`src/rtl/mult_8x8_seq_ctrl.sv`:
```
// mult_8x8_seq_ctrl: sequential 8x8 unsigned multiplier. It uses one shared 4x4 multiplier
// to form the four nibble sub-products over four cycles and sums them in a 16-bit accumulator.
//
// Parameters:
//   ZERO_SKIP  1: a zero operand at accept completes at once with R=0. 0: every operation
//              runs the full sequence.
// Build option:
//   MULT_SEQ_SKIP_LL_EN  when defined, the A[3:0]*B[3:0] term is skipped. MUL then starts at
//                        step 1, so the result is approximate and arrives one cycle sooner.
//
// Ports:
//   clk        clock; all state changes on the rising edge
//   rst_n      asynchronous active-low reset
//   in_valid   operand pair A/B is valid
//   in_ready   block can accept an operand pair (state IDLE)
//   A, B       8-bit unsigned operands
//   out_valid  R holds a completed product (state DONE)
//   out_ready  consumer takes R this cycle
//   R          16-bit unsigned product
//   busy       high in any state other than IDLE
module mult_8x8_seq_ctrl #(
  parameter int unsigned ZERO_SKIP = 1
) (
  input  logic        clk,
  input  logic        rst_n,
  input  logic        in_valid,
  output logic        in_ready,
  input  logic [7:0]  A,
  input  logic [7:0]  B,
  output logic        out_valid,
  input  logic        out_ready,
  output logic [15:0] R,
  output logic        busy
);

  localparam logic [1:0] StIdle = 2'd0;
  localparam logic [1:0] StMul  = 2'd1;
  localparam logic [1:0] StDone = 2'd2;

`ifdef MULT_SEQ_SKIP_LL_EN
  localparam logic [1:0] FirstStep = 2'd1;
`else
  localparam logic [1:0] FirstStep = 2'd0;
`endif

  logic [1:0]  state_q, state_d;
  logic [1:0]  step_q, step_d;
  logic [7:0]  a_q, a_d;
  logic [7:0]  b_q, b_d;
  logic [15:0] acc_q, acc_d;

  logic [3:0]  nib_a, nib_b;
  logic [7:0]  sub_prod;
  logic [15:0] sub_shifted;
  logic        accept;
  logic        zero_op;

  // step[1] selects the A nibble and step[0] selects the B nibble. This gives the order
  // lo*lo, lo*hi, hi*lo, hi*hi.
  always_comb begin
    nib_a    = step_q[1] ? a_q[7:4] : a_q[3:0];
    nib_b    = step_q[0] ? b_q[7:4] : b_q[3:0];
    sub_prod = nib_a * nib_b;
    case (step_q)
      2'd0:    sub_shifted = {8'd0, sub_prod};
      2'd3:    sub_shifted = {sub_prod, 8'd0};
      default: sub_shifted = {4'd0, sub_prod, 4'd0};
    endcase
  end

  assign in_ready  = (state_q == StIdle);
  assign out_valid = (state_q == StDone);
  assign busy      = (state_q != StIdle);
  assign R         = acc_q;
  assign accept    = in_valid && in_ready;
  assign zero_op   = (ZERO_SKIP != 0) && ((A == 8'd0) || (B == 8'd0));

  always_comb begin
    state_d = state_q;
    step_d  = step_q;
    a_d     = a_q;
    b_d     = b_q;
    acc_d   = acc_q;
    case (state_q)
      StIdle: begin
        if (accept) begin
          a_d     = A;
          b_d     = B;
          acc_d   = 16'd0;
          step_d  = FirstStep;
          state_d = zero_op ? StDone : StMul;
        end
      end
      StMul: begin
        acc_d  = acc_q + sub_shifted;
        step_d = step_q + 2'd1;
        if (step_q == 2'd3) begin
          state_d = StDone;
        end
      end
      StDone: begin
        // Hold the result until it is taken. Going back to IDLE here also stops an accept
        // from landing on the handshake edge.
        if (out_ready) begin
          state_d = StIdle;
        end
      end
      default: begin
        state_d = StIdle;
      end
    endcase
  end

  always_ff @(posedge clk or negedge rst_n) begin
    if (!rst_n) begin
      state_q <= StIdle;
      step_q  <= 2'd0;
      a_q     <= 8'd0;
      b_q     <= 8'd0;
      acc_q   <= 16'd0;
    end else begin
      state_q <= state_d;
      step_q  <= step_d;
      a_q     <= a_d;
      b_q     <= b_d;
      acc_q   <= acc_d;
    end
  end

endmodule

```
`config.mk`:
```
export PLATFORM = sky130hd
export DESIGN_NAME = mult_8x8_seq_ctrl
export DESIGN_NICKNAME = d
export VERILOG_FILES = /design/src/rtl/mult_8x8_seq_ctrl.sv
export SDC_FILE = /design/constraint.sdc
export NUM_CORES = 1
export LEC_CHECK = 0
export BUFFER_PORTS_ARGS = -buffer_cell sky130_fd_sc_hd__clkbuf_2
export CAP_MARGIN = 25
export CORE_MARGIN = 1
export CORE_UTILIZATION = 44
export CTS_CLUSTER_SIZE = 24
export DETAILED_ROUTE_END_ITERATION = 8
export PLACE_DENSITY = 0.74
export SYNTH_ARGS = -nofsm -noshare
export SYNTH_HDL_FRONTEND = slang
export SYNTH_SLANG_ARGS = --single-unit
```
`constraint.sdc`:
```
create_clock -name clk -period 5.8 [get_ports clk]
set_input_delay 0.29 -clock clk [delete_from_list [all_inputs] [get_ports clk]]
set_output_delay 0.29 -clock clk [all_outputs]
set_load 0.03 [all_outputs]
```
== Word level (Yosys, flattened, before mapping) ==
Index checks and enable logic that the tools add are counted.
W data, S select, Z words.

* Bits in registers: 36
* Output and inout port bits: 19

* $add $sub $neg: 2
* Multipliers: 1
* Eq/ne operators: 6
* Mux-type cells: 12
* Reductions and logical operators: 11

{| class="wikitable"
|+ Operators with widths
! operator !! count
|-
| $pmux W16 S2 || 2
|-
| $add A16 B16 Y16 || 1
|-
| $logic_not A8 Y1 || 2
|-
| $mux W16 || 1
|-
| $mux W2 || 5
|-
| $mul A4 B4 Y8 || 1
|-
| $mux W4 || 2
|-
| $pmux W2 S3 || 1
|-
| $eq A2 B2 Y1 const B || 2
|-
| $logic_not A2 Y1 || 2
|-
| $ne A2 B1 Y1 const B || 2
|-
| $pmux W2 S2 || 1
|-
| $reduce_and A2 Y1 || 2
|-
| $reduce_bool A2 Y1 || 2
|-
| $reduce_and A3 Y1 || 1
|-
| $add A2 B1 Y2 const B || 1
|-
| $eq A2 B1 Y1 const B || 1
|-
| $ne A2 B2 Y1 const B || 1
|-
| $logic_and A1 B1 Y1 || 1
|-
| $logic_or A1 B1 Y1 || 1
|}

== Longest topological paths before layout ==
* Depth after elaboration: 5
* Gate-level depth with buffers: 22
* Depth with buffers taken out: 21

== Worst setup path after synthesis ==
OpenSTA, ideal clock, no wires.

* Path type: register to register
* From: register step_q[0]
* To: register acc_q[13], in the netlist R[13]
* Data arrival time: 4.661 ns
* Data required time: 5.679 ns
* Slack: 1.018 ns
* Cell stages (with the launch flop): 23
* Buffers on the path: 2
* Clock period less this slack: 4.782 ns
* Cell sequence: dfrtp_1 clkbuf_1 mux2i_1 or2_2 fa_1 inv_1 fa_1 inv_1 fa_1 inv_1 a21o_1 a21oi_1 xnor2_1 a22o_1 ha_1 buf_2 nand4_1 a211oi_2 nor2_1 o21bai_1 a21boi_1 xnor2_1 a22o_1

* Cells in the longest elaborated chain, start to end: 5
* Elaborated cells between the ends (all ways): 7
* Those cells by class: 1 x add/sub; 1 x mul; 1 x eq/ne; 3 x mux; 1 x reduce/logical

{| class="wikitable"
|+ RTL lines
! element !! line !! source
|-
| start: declaration || 47 || <nowiki>logic [1:0] step_q, step_d;</nowiki>
|-
| start signal: assignment || 123 || <nowiki>step_q <= step_d;</nowiki>
|-
| $mux W4 || 62 || <nowiki>nib_b = step_q[0] ? b_q[7:4] : b_q[3:0];</nowiki>
|-
| $mul A4 B4 Y8 || 63 || <nowiki>sub_prod = nib_a * nib_b;</nowiki>
|-
| $pmux W16 S2 (*) || 64 || <nowiki>case (step_q)</nowiki>
|-
| $add A16 B16 Y16 (*) || 95 || <nowiki>acc_d = acc_q + sub_shifted;</nowiki>
|-
| $pmux W16 S2 (*) || 84 || <nowiki>case (state_q)</nowiki>
|-
| end signal: assignment || 120 || <nowiki>acc_q <= 16'd0;</nowiki>
|-
| end signal: assignment || 126 || <nowiki>acc_q <= acc_d;</nowiki>
|-
| end: declaration || 50 || <nowiki>logic [15:0] acc_q, acc_d;</nowiki>
|}

Mark *: on every way between the ends. The rest lies on a longest branch, timed or not.
A chain may end at the register's enable or synchronous reset.

== Final worst setup path ==
* From: register step_q[1]
* To: register acc_q[14], in the netlist R[14]

* Cells in the longest elaborated chain, start to end: 5
* Elaborated cells between the ends (all ways): 7
* Those cells by class: 1 x add/sub; 1 x mul; 1 x eq/ne; 3 x mux; 1 x reduce/logical

{| class="wikitable"
|+ RTL lines
! element !! line !! source
|-
| $mux W4 || 61 || <nowiki>nib_a = step_q[1] ? a_q[7:4] : a_q[3:0];</nowiki>
|-
| $mul A4 B4 Y8 || 63 ||
|-
| $pmux W16 S2 (*) || 64 ||
|-
| $add A16 B16 Y16 (*) || 95 ||
|-
| $pmux W16 S2 (*) || 84 ||
|}

Marks and branches as above.

==> impl.org <==
** Finish
- Fin area :: 0.00313 mm^2
- The area growth from synthesis to layout is 11.1%.
- The post-route netlist has 21.6% of its cells at a drive strength greater than 1.
- After the last flow step, the layout net total stands at 388.
- Total of fill cells in the finished design :: 543
- 0 antenna diodes ended up in the layout.

** STA
- For the pin with the worst max-slew slack, the measured transition is 993 ps.
- RSZ-0062 raised after global routing :: false
- Adding up every negative setup slack in the final design gives 0 ps.
- The total count of max-transition violations in the final report was 0.
- Final worst-path setup slack :: 664 ps
- Timing would allow up to 195 MHz.
- For the final database, setup skew stands at 12.2 ps.
- Shortest period the worst path allows :: 5140 ps
- Setup violations remaining at the end of the flow were counted as 0.
- Fraction of the cycle the final worst path needs :: 88.6%
- The number of endpoints with negative hold slack in the final report came to 0.
- Worst relative slew slack :: 33.8%

** GRT
- Congestion Overflow GR :: 0
- Antenna violations before repair :: 0
- For this run, global-route usage on met1 was measured as 25.9%.
- The first global-routing pass estimated 10000 um of wire.
- Entering global routing, the biggest net connects 37 pins.
- Total track usage :: 19.5%
- Met3 track demand over resource :: 4.11%
- Number of global-route vias before repair :: 2137
- After global routing, the most crowded layer is met2.
- Grt met2 use :: 32.7%

** Critical path
- CP Data Arrival Time :: 5290 ps
- In this run the critical register-to-register path is captured at R[14].
- Maximum fanout along the worst path :: 7
- Register-to-register path setup slack :: 660 ps
- The startpoint identified for the worst register-to-register timing path is step_q[1].
- CP Launch Type :: flop
- The worst setup path is captured at a flop.
- Crit Path Class :: flop to flop
- Number of cells on the worst reg-to-reg path :: 21
- For the worst setup path, the data required time is 5960 ps.
- In this run the worst setup path begins at step_q[1].

** Die
- The initialized floorplan defines 28 standard-cell rows.
- Measured along the y axis, the die boundary spans 82.0 um.
- Core footprint :: 0.00606 mm^2
- Chip width :: 82.0 um
- The floorplan step defined a die boundary enclosing 0.00672 mm^2.
- Number of placed I/O pins :: 39
- The initial utilization of the core area, before any placement, comes to 46.4%.

** Clock network
- Counting every sink on the clock net gives 36.
- In this run the deepest clock path goes through 2 buffers.
- TritonCTS built the clock tree.
- Counting the buffers created by CTS gives 5.
- After clock tree synthesis, the repair step resized 0 gates.
- H-tree level count :: 2
- Post-CTS Setup Bufs :: 0
- Clock-pin slew was measured on the worst setup and hold paths at 90 ps.
- Count of hold buffers inserted by post-cts repair :: 0
- Clock insertion delay at the later pin of the skew report :: 290 ps
- Clock Root Buffer :: sky130_fd_sc_hd__clkbuf_8

** Route
- Router iterations before antenna repair :: 4
- Routed Wire Length :: 5880 um
- Count of nets left with antenna violations after detail routing :: 0
- Starting DRT DRC Count :: 161
- Number of vias per cell after detailed routing :: 5.62
- Total number of vias :: 2297
- In the final routed layout, each cell accounts on average for 14.4 um.
- DR DRC count :: 0

** Placed design
- Port buffering added 38 buffers.
- The congestion estimate from routability-driven global placement came to 0.876.
- In this run the cell area measured after placement is 0.00304 mm^2.
- Setup slack at placement :: 697 ps
- Summed over all nets, the half-perimeter wirelength after detailed placement is 4530 um.

** Synth
- The most used flip-flop cell after synthesis is sky130_fd_sc_hd__dfrtp_1.
- Synthesized flop and latch total :: 36
- Number of library cell types mapped by synthesis :: 50
- Net Count, Synth :: 354
- Averaged over all synthesized cells, the footprint is 9.42 um^2.
- Sequential element share of the synthesized area :: 32.0%
- Number of instances in the synthesized netlist :: 299
- Share of flip-flops with an asynchronous set or reset :: 100%
- The cell area that synthesis handed to floorplanning was 0.00282 mm^2.
- In this run, synthesis inferred 0 flip-flops with an integrated enable.
- Yosys printed 0 warnings.

** Outcome
- Run status :: finished clean

** Min path
- Hold crit path type :: input port to asynchronous set/reset pin

** Job
- Across the run, the number of max-cap violations was 0.
[registers in the layout, indices dropped and copies added (netlist names)]
register / count
R: 16
a_q: 8
b_q: 8
state_q: 2
step_q: 2
[worst max path at each step]
stage | end | slack, ps | depth (start not counted)
after floorplan | R[13] | 1020 | 22
after global placement | R[14] | 760 | 21
after detailed placement | R[14] | 700 | 21
after CTS | R[14] | 660 | 21
after global routing | R[14] | 240 | 21
final | R[14] | 660 | 21
[cell usage in the layout (no fill, tap or decap), types with 3 or more instances in the layout]
master                     instances
sky130_fd_sc_hd__a21o_1            8
sky130_fd_sc_hd__a21oi_1          20
sky130_fd_sc_hd__a22o_1            6
sky130_fd_sc_hd__a31oi_1           3
sky130_fd_sc_hd__and2_1            7
sky130_fd_sc_hd__clkbuf_2         38
sky130_fd_sc_hd__clkbuf_8          5
sky130_fd_sc_hd__dfrtp_1          36
sky130_fd_sc_hd__fa_1              5
sky130_fd_sc_hd__ha_1             30
sky130_fd_sc_hd__inv_1            14
sky130_fd_sc_hd__mux2_2           16
sky130_fd_sc_hd__mux2i_1          10
sky130_fd_sc_hd__nand2_1          28
sky130_fd_sc_hd__nor2_1           23
sky130_fd_sc_hd__nor2b_1           6
sky130_fd_sc_hd__o21ai_0          16
sky130_fd_sc_hd__o22ai_1           5
sky130_fd_sc_hd__or2_2             4
sky130_fd_sc_hd__xnor2_1          10
sky130_fd_sc_hd__xor2_1            6
[kinds of logic (layout without fill, tap and decap cells)]
group | count (synthesis) | count (layout) | synth area share (%)
multiplexers | 26 | 26 | 9.96
flip-flops | 36 | 36 | 32.0
AND/OR/NAND/NOR | 88 | 88 | 15.6
XOR/XNOR | 16 | 16 | 4.98
AO/OA/AOI/OAI | 73 | 73 | 16.5
buffers and inverters | 25 | 60 | 4.00
adder cells (fa/ha/maj) | 35 | 35 | 16.9
[metal layers]
metal	routed length, um	vias up
met5	0	-
met4	36	0
met3	294	4
met2	2770	68
met1	2790	1085
li1	-	1140
[layout make-up]
type / instances / area (um^2) / area share (%)
Tap cell: 75 / 93.8 / 3.00
Timing Repair Buffer: 38 / 190 / 6.08
Sequential cell: 36 / 901 / 28.8
Clock buffer: 5 / 68.8 / 2.20
Inverter: 14 / 52.6 / 1.68
Multi-Input combinational cell: 238 / 1800 / 57.6
Clock inverter: 3 / 18.8 / 0.600
[synthesized netlist by cell type, types with 2 or more instances]
| cell type | instances | area (um^2) |
|---|---|---|
| sky130_fd_sc_hd__buf_2 | 4 | 20.0 |
| sky130_fd_sc_hd__or4_1 | 2 | 15.0 |
| sky130_fd_sc_hd__dfrtp_1 | 36 | 901 |
| sky130_fd_sc_hd__clkbuf_1 | 5 | 18.8 |
| sky130_fd_sc_hd__a31oi_1 | 3 | 18.8 |
| sky130_fd_sc_hd__o21ai_0 | 16 | 80.1 |
| sky130_fd_sc_hd__xor2_1 | 6 | 52.6 |
| sky130_fd_sc_hd__or2_2 | 4 | 25.0 |
| sky130_fd_sc_hd__nand2_1 | 28 | 105 |
| sky130_fd_sc_hd__nor2b_1 | 6 | 37.5 |
| sky130_fd_sc_hd__fa_1 | 5 | 100 |
| sky130_fd_sc_hd__nor4b_1 | 2 | 17.5 |
| sky130_fd_sc_hd__nor4_1 | 2 | 12.5 |
| sky130_fd_sc_hd__a21o_1 | 8 | 60.1 |
| sky130_fd_sc_hd__xnor2_1 | 10 | 87.6 |
| sky130_fd_sc_hd__nand3_1 | 2 | 10.0 |
| sky130_fd_sc_hd__a211oi_1 | 2 | 15.0 |
| sky130_fd_sc_hd__nor2_1 | 23 | 86.3 |
| sky130_fd_sc_hd__mux2i_1 | 10 | 100 |
| sky130_fd_sc_hd__a21oi_1 | 20 | 100 |
| sky130_fd_sc_hd__o22ai_1 | 5 | 31.3 |
| sky130_fd_sc_hd__nand4_1 | 2 | 12.5 |
| sky130_fd_sc_hd__o21ai_1 | 2 | 10.0 |
| sky130_fd_sc_hd__a22o_1 | 6 | 52.6 |
| sky130_fd_sc_hd__and2_1 | 7 | 43.8 |
| sky130_fd_sc_hd__mux2_2 | 16 | 180 |
| sky130_fd_sc_hd__nor3b_1 | 2 | 15.0 |
| sky130_fd_sc_hd__inv_1 | 14 | 52.6 |
| sky130_fd_sc_hd__ha_1 | 30 | 375 |
[metrics by stage]
step	util, %	hold WS [ps]	std cells
detailed placement	50.1	456	401
global placement	50.1	453	401
CTS	51.6	144	409
finish	51.6	106	409
global route	51.6	186	409
floorplan	-	-5.59	299
[worst max-delay path: stages (launching register included)]
cell,delay [ps]
sky130_fd_sc_hd__dfrtp_1,520
sky130_fd_sc_hd__mux2i_1,210
sky130_fd_sc_hd__or2_2,330
sky130_fd_sc_hd__fa_1,530
sky130_fd_sc_hd__inv_1,50
sky130_fd_sc_hd__fa_1,490
sky130_fd_sc_hd__ha_1,330
sky130_fd_sc_hd__a211oi_1,240
sky130_fd_sc_hd__nor2_1,120
sky130_fd_sc_hd__o21a_1,180
sky130_fd_sc_hd__nor2_1,120
sky130_fd_sc_hd__xnor2_1,180
sky130_fd_sc_hd__nand2_1,70
sky130_fd_sc_hd__o21ai_0,160
sky130_fd_sc_hd__ha_1,350
sky130_fd_sc_hd__a21o_1,200
sky130_fd_sc_hd__a21oi_1,230
sky130_fd_sc_hd__nor3b_1,200
sky130_fd_sc_hd__a21oi_1,90
sky130_fd_sc_hd__a21oi_1,180
sky130_fd_sc_hd__xor2_1,150
sky130_fd_sc_hd__o21ai_0,80
Power is left out: the tool's default activity adds up to more than one toggle a clock period on the data nets, which glitch-free logic cannot reach.
